File: config.mk
export PLATFORM = sky130hd
export DESIGN_NAME = regfile_wb_arbiter_flat
export DESIGN_NICKNAME = d
export VERILOG_FILES = /design/src/rtl/regfile_wb_arbiter_pkg.sv /design/src/rtl/regfile_wb_arbiter_if.sv /design/src/rtl/regfile_wb_arbiter_scoreboard.sv /design/src/rtl/regfile_wb_arbiter.sv /design/src/flat_wrapper.sv
export SDC_FILE = /design/constraint.sdc
export NUM_CORES = 1
export LEC_CHECK = 0
export CELL_PAD_IN_SITES_DETAIL_PLACEMENT = 1
export CELL_PAD_IN_SITES_GLOBAL_PLACEMENT = 1
export CORE_MARGIN = 2
export CORE_UTILIZATION = 30
export DETAILED_ROUTE_END_ITERATION = 12
export PLACE_DENSITY = 0.93
export SLEW_MARGIN = 15
export SYNTH_ARGS = -nofsm -noshare
export SYNTH_HDL_FRONTEND = slang
export SYNTH_SLANG_ARGS = --single-unit
File: constraint.sdc
create_clock -name clk -period 1.75 [get_ports clk]
set_input_delay 0.175 -clock clk [delete_from_list [all_inputs] [get_ports clk]]
set_output_delay 0.175 -clock clk [all_outputs]
set_load 0.01 [all_outputs]
File: src/rtl/regfile_wb_arbiter_pkg.sv
`default_nettype none
// ============================================================================
// Module   : regfile_wb_arbiter_pkg
// Brief    : Shared constants and types for the register-file writeback path.
// Revision : 1.0 - initial release
// ============================================================================
package regfile_wb_arbiter_pkg;

    localparam int REG_IDX_W = 5;
    localparam int NUM_REGS  = 32;
    localparam int WB_DWIDTH = 32;

    typedef enum logic [0:0] {
        GNT_ALU = 1'b0,
        GNT_LSU = 1'b1
    } grant_e;

    typedef struct packed {
        logic [REG_IDX_W-1:0] rd;
        logic [WB_DWIDTH-1:0] data;
    } wb_req_t;

    function automatic logic [NUM_REGS-1:0] idx_onehot(input logic [REG_IDX_W-1:0] idx);
        return NUM_REGS'(1) << idx;
    endfunction

endpackage
`default_nettype wire

File: src/rtl/regfile_wb_arbiter_if.sv
`default_nettype none
// ============================================================================
// Module   : regfile_wb_arbiter_if
// Brief    : Issue, hazard lookup, writeback request and register-file bundle.
// Revision : 1.0 - initial release
// ============================================================================
interface regfile_wb_arbiter_if #(
    parameter int DWIDTH = 32
);
    import regfile_wb_arbiter_pkg::*;

    logic                 issue_valid_i;
    logic [REG_IDX_W-1:0] issue_rd_i;
    logic                 flush_i;
    logic [REG_IDX_W-1:0] rs1_i;
    logic [REG_IDX_W-1:0] rs2_i;
    logic                 rs1_busy_o;
    logic                 rs2_busy_o;

    logic                 alu_valid_i;
    logic [REG_IDX_W-1:0] alu_rd_i;
    logic [DWIDTH-1:0]    alu_data_i;
    logic                 alu_ready_o;

    logic                 lsu_valid_i;
    logic [REG_IDX_W-1:0] lsu_rd_i;
    logic [DWIDTH-1:0]    lsu_data_i;
    logic                 lsu_ready_o;

    logic                 wb_en_o;
    logic [REG_IDX_W-1:0] wb_rd_o;
    logic [DWIDTH-1:0]    wb_data_o;
    logic [NUM_REGS-1:0]  pending_o;

    modport master (
        output issue_valid_i, issue_rd_i, flush_i, rs1_i, rs2_i,
        output alu_valid_i, alu_rd_i, alu_data_i,
        output lsu_valid_i, lsu_rd_i, lsu_data_i,
        input  rs1_busy_o, rs2_busy_o, alu_ready_o, lsu_ready_o,
        input  wb_en_o, wb_rd_o, wb_data_o, pending_o
    );

    modport slave (
        input  issue_valid_i, issue_rd_i, flush_i, rs1_i, rs2_i,
        input  alu_valid_i, alu_rd_i, alu_data_i,
        input  lsu_valid_i, lsu_rd_i, lsu_data_i,
        output rs1_busy_o, rs2_busy_o, alu_ready_o, lsu_ready_o,
        output wb_en_o, wb_rd_o, wb_data_o, pending_o
    );

endinterface
`default_nettype wire

File: src/rtl/regfile_wb_arbiter_scoreboard.sv
`default_nettype none
// ============================================================================
// Module   : regfile_wb_arbiter_scoreboard
// Brief    : Pending-write vector with set/clear/flush and two hazard lookups.
// Revision : 1.0 - initial release
// ============================================================================
module regfile_wb_arbiter_scoreboard
    import regfile_wb_arbiter_pkg::*;
(
    input  logic                 clk,
    input  logic                 rst,
    input  logic                 i_set_en,
    input  logic [REG_IDX_W-1:0] i_set_idx,
    input  logic                 i_clr_en,
    input  logic [REG_IDX_W-1:0] i_clr_idx,
    input  logic                 i_flush,
    input  logic [REG_IDX_W-1:0] i_rs1,
    input  logic [REG_IDX_W-1:0] i_rs2,
    output logic                 o_rs1_busy,
    output logic                 o_rs2_busy,
    output logic [NUM_REGS-1:0]  o_pending
);

    logic [NUM_REGS-1:0] r_pending;
    logic [NUM_REGS-1:0] w_pending_nxt;

    // Clear first so a same-index set (younger WAW write) wins; flush beats both.
    always_comb begin
        w_pending_nxt = r_pending;
        if (i_clr_en) begin
            w_pending_nxt = w_pending_nxt & ~idx_onehot(i_clr_idx);
        end
        if (i_flush) begin
            w_pending_nxt = '0;
        end else if (i_set_en) begin
            w_pending_nxt = w_pending_nxt | idx_onehot(i_set_idx);
        end
        w_pending_nxt[0] = 1'b0;
    end

    always_ff @(posedge clk) begin
        if (rst) begin
            r_pending <= '0;
        end else begin
            r_pending <= w_pending_nxt;
        end
    end

    assign o_rs1_busy = r_pending[i_rs1];
    assign o_rs2_busy = r_pending[i_rs2];
    assign o_pending  = r_pending;

endmodule
`default_nettype wire

File: src/rtl/regfile_wb_arbiter.sv
`default_nettype none
// ============================================================================
// Module   : regfile_wb_arbiter
// Brief    : ALU/LSU writeback arbiter, register-file write port and RAW scoreboard.
//            Define WBARB_ROUND_ROBIN_EN for round-robin contention (default: LSU wins).
// Revision : 1.0 - initial release
// ============================================================================
module regfile_wb_arbiter
    import regfile_wb_arbiter_pkg::*;
#(
    parameter int DWIDTH = 32
)(
    input  logic                  clk,
    input  logic                  rst,
    regfile_wb_arbiter_if.slave   bus
);

    logic                 w_alu_ready;
    logic                 w_lsu_ready;
    logic                 w_alu_xfer;
    logic                 w_lsu_xfer;
    logic                 w_xfer;
    logic                 w_contend;
    logic                 w_wr;
    logic [REG_IDX_W-1:0] w_sel_rd;
    logic [DWIDTH-1:0]    w_sel_data;

    grant_e               r_last_grant;
    grant_e               w_last_grant_nxt;

    logic                 r_wb_en;
    logic [REG_IDX_W-1:0] r_wb_rd;
    logic [DWIDTH-1:0]    r_wb_data;

    // A side is refused only when the other side is requesting and holds priority.
`ifdef WBARB_ROUND_ROBIN_EN
    assign w_lsu_ready = ~rst & ~(bus.alu_valid_i & (r_last_grant == GNT_LSU));
    assign w_alu_ready = ~rst & ~(bus.lsu_valid_i & (r_last_grant == GNT_ALU));
`else
    assign w_lsu_ready = ~rst;
    assign w_alu_ready = ~rst & ~bus.lsu_valid_i;
`endif

    assign w_alu_xfer = bus.alu_valid_i & w_alu_ready;
    assign w_lsu_xfer = bus.lsu_valid_i & w_lsu_ready;
    assign w_xfer     = w_alu_xfer | w_lsu_xfer;
    assign w_contend  = bus.alu_valid_i & bus.lsu_valid_i;

    assign bus.alu_ready_o = w_alu_ready;
    assign bus.lsu_ready_o = w_lsu_ready;

    always_ff @(posedge clk) begin
        if (rst) begin
            r_last_grant <= GNT_ALU;
        end else begin
            r_last_grant <= w_last_grant_nxt;
        end
    end

    always_comb begin
        w_last_grant_nxt = r_last_grant;
        if (w_contend) begin
            w_last_grant_nxt = w_lsu_xfer ? GNT_LSU : GNT_ALU;
        end
    end

    always_comb begin
        w_sel_rd   = bus.alu_rd_i;
        w_sel_data = bus.alu_data_i;
        if (w_lsu_xfer) begin
            w_sel_rd   = bus.lsu_rd_i;
            w_sel_data = bus.lsu_data_i;
        end
    end

    // Writes to x0 are accepted but leave the register-file port untouched.
    assign w_wr = w_xfer & (w_sel_rd != '0);

    always_ff @(posedge clk) begin
        if (rst) begin
            r_wb_en   <= 1'b0;
            r_wb_rd   <= '0;
            r_wb_data <= '0;
        end else begin
            r_wb_en <= w_wr;
            if (w_wr) begin
                r_wb_rd   <= w_sel_rd;
                r_wb_data <= w_sel_data;
            end
        end
    end

    assign bus.wb_en_o   = r_wb_en;
    assign bus.wb_rd_o   = r_wb_rd;
    assign bus.wb_data_o = r_wb_data;

    regfile_wb_arbiter_scoreboard u_scoreboard (
        .clk        (clk),
        .rst        (rst),
        .i_set_en   (bus.issue_valid_i & (bus.issue_rd_i != '0)),
        .i_set_idx  (bus.issue_rd_i),
        .i_clr_en   (r_wb_en),
        .i_clr_idx  (r_wb_rd),
        .i_flush    (bus.flush_i),
        .i_rs1      (bus.rs1_i),
        .i_rs2      (bus.rs2_i),
        .o_rs1_busy (bus.rs1_busy_o),
        .o_rs2_busy (bus.rs2_busy_o),
        .o_pending  (bus.pending_o)
    );

endmodule
`default_nettype wire
File: src/flat_wrapper.sv
// flat-port wrapper written by rule: the top's interface ports become plain ports
module regfile_wb_arbiter_flat import regfile_wb_arbiter_pkg::*;
#(
    parameter int DWIDTH = 32
)
  (clk, rst, bus_issue_valid_i, bus_issue_rd_i, bus_flush_i, bus_rs1_i, bus_rs2_i, bus_alu_valid_i, bus_alu_rd_i, bus_alu_data_i, bus_lsu_valid_i, bus_lsu_rd_i, bus_lsu_data_i, bus_rs1_busy_o, bus_rs2_busy_o, bus_alu_ready_o, bus_lsu_ready_o, bus_wb_en_o, bus_wb_rd_o, bus_wb_data_o, bus_pending_o);
  regfile_wb_arbiter_if #(.DWIDTH(DWIDTH)) bus_i ();
  input  logic clk;
  input  logic rst;
  input wire logic [$bits(bus_i.issue_valid_i)-1:0] bus_issue_valid_i;
  input wire logic [$bits(bus_i.issue_rd_i)-1:0] bus_issue_rd_i;
  input wire logic [$bits(bus_i.flush_i)-1:0] bus_flush_i;
  input wire logic [$bits(bus_i.rs1_i)-1:0] bus_rs1_i;
  input wire logic [$bits(bus_i.rs2_i)-1:0] bus_rs2_i;
  input wire logic [$bits(bus_i.alu_valid_i)-1:0] bus_alu_valid_i;
  input wire logic [$bits(bus_i.alu_rd_i)-1:0] bus_alu_rd_i;
  input wire logic [$bits(bus_i.alu_data_i)-1:0] bus_alu_data_i;
  input wire logic [$bits(bus_i.lsu_valid_i)-1:0] bus_lsu_valid_i;
  input wire logic [$bits(bus_i.lsu_rd_i)-1:0] bus_lsu_rd_i;
  input wire logic [$bits(bus_i.lsu_data_i)-1:0] bus_lsu_data_i;
  output wire logic [$bits(bus_i.rs1_busy_o)-1:0] bus_rs1_busy_o;
  output wire logic [$bits(bus_i.rs2_busy_o)-1:0] bus_rs2_busy_o;
  output wire logic [$bits(bus_i.alu_ready_o)-1:0] bus_alu_ready_o;
  output wire logic [$bits(bus_i.lsu_ready_o)-1:0] bus_lsu_ready_o;
  output wire logic [$bits(bus_i.wb_en_o)-1:0] bus_wb_en_o;
  output wire logic [$bits(bus_i.wb_rd_o)-1:0] bus_wb_rd_o;
  output wire logic [$bits(bus_i.wb_data_o)-1:0] bus_wb_data_o;
  output wire logic [$bits(bus_i.pending_o)-1:0] bus_pending_o;
  assign bus_i.issue_valid_i = bus_issue_valid_i;
  assign bus_i.issue_rd_i = bus_issue_rd_i;
  assign bus_i.flush_i = bus_flush_i;
  assign bus_i.rs1_i = bus_rs1_i;
  assign bus_i.rs2_i = bus_rs2_i;
  assign bus_i.alu_valid_i = bus_alu_valid_i;
  assign bus_i.alu_rd_i = bus_alu_rd_i;
  assign bus_i.alu_data_i = bus_alu_data_i;
  assign bus_i.lsu_valid_i = bus_lsu_valid_i;
  assign bus_i.lsu_rd_i = bus_lsu_rd_i;
  assign bus_i.lsu_data_i = bus_lsu_data_i;
  assign bus_rs1_busy_o = bus_i.rs1_busy_o;
  assign bus_rs2_busy_o = bus_i.rs2_busy_o;
  assign bus_alu_ready_o = bus_i.alu_ready_o;
  assign bus_lsu_ready_o = bus_i.lsu_ready_o;
  assign bus_wb_en_o = bus_i.wb_en_o;
  assign bus_wb_rd_o = bus_i.wb_rd_o;
  assign bus_wb_data_o = bus_i.wb_data_o;
  assign bus_pending_o = bus_i.pending_o;
  regfile_wb_arbiter #(.DWIDTH(DWIDTH)) u_core (.clk(clk), .rst(rst), .bus(bus_i));
endmodule
==> out/qor.log <==
INFO  critical_path  worstSetupStartpointType=flip-flop
INFO  global_routing grt_util_all_layers=22.6%
INFO  floorplan      die_y=114µm
INFO  critical_path  timing.rr.end=u_core.u_scoreboard.o_pending[2]$_SDFF_PP0_
INFO  clocking       postCtsHoldBufs=0
INFO  cells_and_area diodes=0
INFO  detailed_routing drt-wirelength-per-cell=19.2µm
INFO  detailed_routing drt-pass1-iter-count=6
INFO  cells_and_area drive_above_1_share=12.7%
INFO  yosys          synthesis.area_per_instance=8.88µm²
INFO  yosys          yosysWarnings=0
INFO  power_and_ir_drop power.leakage=2.50nW
INFO  placed_design  placement.io_buffers=167
INFO  yosys          synth_cell_types=35
INFO  clocking       clk-insertion-delay-late=0.34ns
INFO  yosys          synth_adder_area_share=0%
INFO  clocking       ctsHtreeMaxLevel=3
INFO  floorplan      floorplan_die_width=114µm
INFO  floorplan      floorplan.io_pins=169
INFO  clocking       clkSlewWorstSetupHoldPaths=0.06ns
INFO  timing         final.period_utilization=110%
INFO  clocking       clock-sinks=69
INFO  yosys          synth-seq-cells=69
INFO  critical_path  reg2reg_slack=0.35ns
INFO  detailed_routing avgViaCountPerCell=5.15
INFO  placed_design  globalplace.congestion=0.882
INFO  timing         post-route-min-period=1.92ns
INFO  clocking       ctsLongestPathBuffers=2
INFO  detailed_routing drt_drc_violations_left=0
INFO  job            drv_cap=0
INFO  global_routing maximum_number_of_pins_on_one_net_before_global_route_repair=32
INFO  power_and_ir_drop total_power=4.36mW
INFO  yosys          synth_compound_area_share=12.2%
INFO  critical_path  timing.critical_path.from=u_core.u_scoreboard.o_pending[19]$_SDFF_PP0_
INFO  timing         slew-limit-headroom=60.6%
INFO  detailed_routing detail_route.iter0.violations=194
INFO  clocking       cts_made_buffers=9
INFO  floorplan      initial_utilization=30.6%
INFO  critical_path  crit_arrival=1.75ns
INFO  cells_and_area final_net_count=705
INFO  floorplan      floorplan.core_area=0.0120mm²
INFO  yosys          synth_sequential_area_ratio=37.8%
INFO  power_and_ir_drop pwr_density_cell=719mW/mm²
INFO  detailed_routing drt.antenna.violating_nets=0
INFO  min_path       hold_path_depth=3
INFO  cells_and_area final_core_utilization=50.7%
INFO  timing         timing.final.setup_violations=2
INFO  placed_design  hpwl=11.5mm
INFO  yosys          postSynthCellCount=412
INFO  floorplan      dieArea=0.0131mm²
INFO  timing         timing_hold_violations_final=0
INFO  timing         final_critical_path_setup_slack=-0.173ns
INFO  clocking       master_cell_of_the_clock_root_buffer=clkbuf_16
INFO  yosys          synth-edff-count=0
INFO  global_routing grt.overflow.total=0
INFO  timing         maxSlewViolCount=0
INFO  clocking       cts_tree=built
INFO  yosys          synth_ff_type=dfxtp_1
INFO  min_path       hold_class=input port to flip-flop
INFO  critical_path  maximum_net_fanout_on_the_critical_path=3
INFO  timing         worstMarginPinSlew=0.592ns
INFO  cells_and_area mostFrequentLayoutCell=clkdlybuf4s50_1
INFO  min_path       min_from=bus_alu_rd_i[4]
INFO  cells_and_area layout_common_cells=158 x clkdlybuf4s50_1, 87 x mux2i_1, 78 x nand2_1
INFO  yosys          synth.cell_area=0.00366mm²
INFO  timing         rsz0062_at_grt=yes
INFO  detailed_routing drt-total-wl=14.7mm
INFO  run_status     outcome=finished, violations left
INFO  run_status     violations=negative setup slack
INFO  detailed_routing route.vias.total=3,923
INFO  critical_path  reg2reg_from=u_core.bus.wb_en_o$_SDFF_PP0_
INFO  yosys          xor_and_xnor_area_share_after_synthesis=0%
INFO  global_routing via_count_of_the_first_global_routing_pass=4,281
INFO  global_routing grt_antenna_before_repair=0
INFO  yosys          synth.mux.area_fraction=28.4%
INFO  timing         clock.fmax=520MHz
INFO  yosys          synth_simple_gate_area_share=16.7%
INFO  yosys          dominant_combinational_cell_family_by_area_after_synthesis=multiplexers
INFO  cells_and_area areaGrowthSynthToFinish=65.8%
INFO  critical_path  worst_setup_path_end_kind=primary output
INFO  global_routing grt_pass1_wl=22.6mm
INFO  critical_path  ff2ff_path_depth=4
INFO  yosys          postSynthNetCount=507
INFO  power_and_ir_drop vdd.ir_drop.worst=0.000395V
INFO  critical_path  critical_path_class=flip-flop to primary output
INFO  floorplan      fp-row-count=40
INFO  min_path       worstHoldEndpoint=u_core.bus.wb_rd_o[4]$_SDFFE_PP0P_
INFO  timing         final.setup_skew=0.00769ns
INFO  yosys          ys_async_sr_fraction=0%
INFO  critical_path  critPathRequiredTime=1.57ns
-- report_power, final --
part | switching, mW | leakage (nW) | total (mW) | internal [mW]
Sequential | 0.0725 | 0.568 | 1.74 | 1.67
Combinational | 0.431 | 1.81 | 1.01 | 0.577
Clock | 0.653 | 0.125 | 1.61 | 0.956
-- flip-flops by register name (all words and copies together) (netlist names) --
name and count:
u_core.bus.wb_en_o 1, u_core.bus.wb_data_o 32, u_core.bus.wb_rd_o 5, u_core.u_scoreboard.o_pending 31
-- through the flow --
| step | TNS [ns] | hold WS, ns | cells | area (µm²) | setup slack, ns |
|---|---|---|---|---|---|
| final | -0.323 | 0.186 | 762 | 6060 | -0.173 |
| after global routing | -0.434 | 0.245 | 762 | 6060 | -0.235 |
| after CTS | -0.359 | 0.316 | 762 | 6040 | -0.194 |
| after detailed placement | -14.83 | 0.456 | 739 | 5690 | -0.659 |
| after global placement | -11.72 | 0.444 | 739 | 5690 | -0.623 |
| after floorplan | 0 | 0.358 | 412 | 3660 | 0.130 |
-- per-layer routing --
metal	global-route usage [%]	wire length [µm]
met1	24.5	5860
met2	42.1	7590
met3	6.51	1000
met4	6.75	221
met5	0	0
-- critical path, cell delays in order, from the launching register on --
cell	delay, ns
dfxtp_2	0.33
mux4_2	0.47
mux2_4	0.28
nand3b_1	0.09
nand4_1	0.09
buf_2	0.16
-- cell type report --
class | instances | area, µm²
inverter | 3 | 11.3
timing repair buffer | 213 | 2110
sequential | 69 | 1380
clock buffer | 14 | 244
clock inverter | 2 | 10.0
fill | 1347 | 5900
multi-input combinational | 314 | 2120
tap | 147 | 184
-- Yosys cell counts, types with 2 or more instances --
cell | number | area share [%]
nand3b_1 | 2 | 0.41
nor2b_1 | 8 | 1.4
buf_2 | 6 | 0.82
nand2_1 | 78 | 8.0
mux2i_1 | 88 | 24
a31o_2 | 2 | 0.48
a21oi_1 | 41 | 5.6
clkbuf_1 | 11 | 1.1
nand4_1 | 3 | 0.51
mux2_2 | 2 | 0.62
inv_1 | 2 | 0.21
nand3_1 | 14 | 1.9
dfxtp_1 | 69 | 38
nand2b_1 | 6 | 1.0
buf_12 | 3 | 1.6
nor3b_1 | 4 | 0.82
o211ai_1 | 2 | 0.41
and3b_1 | 2 | 0.48
buf_1 | 4 | 0.41
mux4_2 | 6 | 3.7
nor2_1 | 10 | 1.0
nor3_1 | 2 | 0.27
and3_1 | 2 | 0.34
o21ai_0 | 31 | 4.2
a22oi_1 | 4 | 0.82
-- cells by family (layout without fill, tap and decap cells) --
logic type / Yosys count / in the layout
buf+inv: 29 / 232
compound gates: 83 / 83
simple gates: 134 / 134
other cells: 1 / 1
mux: 96 / 96
flops: 69 / 69
-- worst max-delay path by stage --
stage | end | slack (ns) | cells after the start
after global placement | bus_rs2_busy_o | -0.62 | 7
after floorplan | bus_rs1_busy_o | 0.13 | 5
final | bus_rs2_busy_o | -0.17 | 5
after detailed placement | bus_rs2_busy_o | -0.66 | 7
after CTS | bus_rs2_busy_o | -0.19 | 5
after global routing | bus_rs2_busy_o | -0.24 | 5
-- what timing repair did --
| action | 4_1_cts | 5_1_grt |
|---|---|---|
| pin swaps | 6 | 2 |
| cloned | 2 | 0 |
| buffers inserted | 5 | 0 |
| endpoints found under the setup margin | 29 | 25 |
| resized for setup | 20 | 8 |
Power figures use the tool's default switching activity.
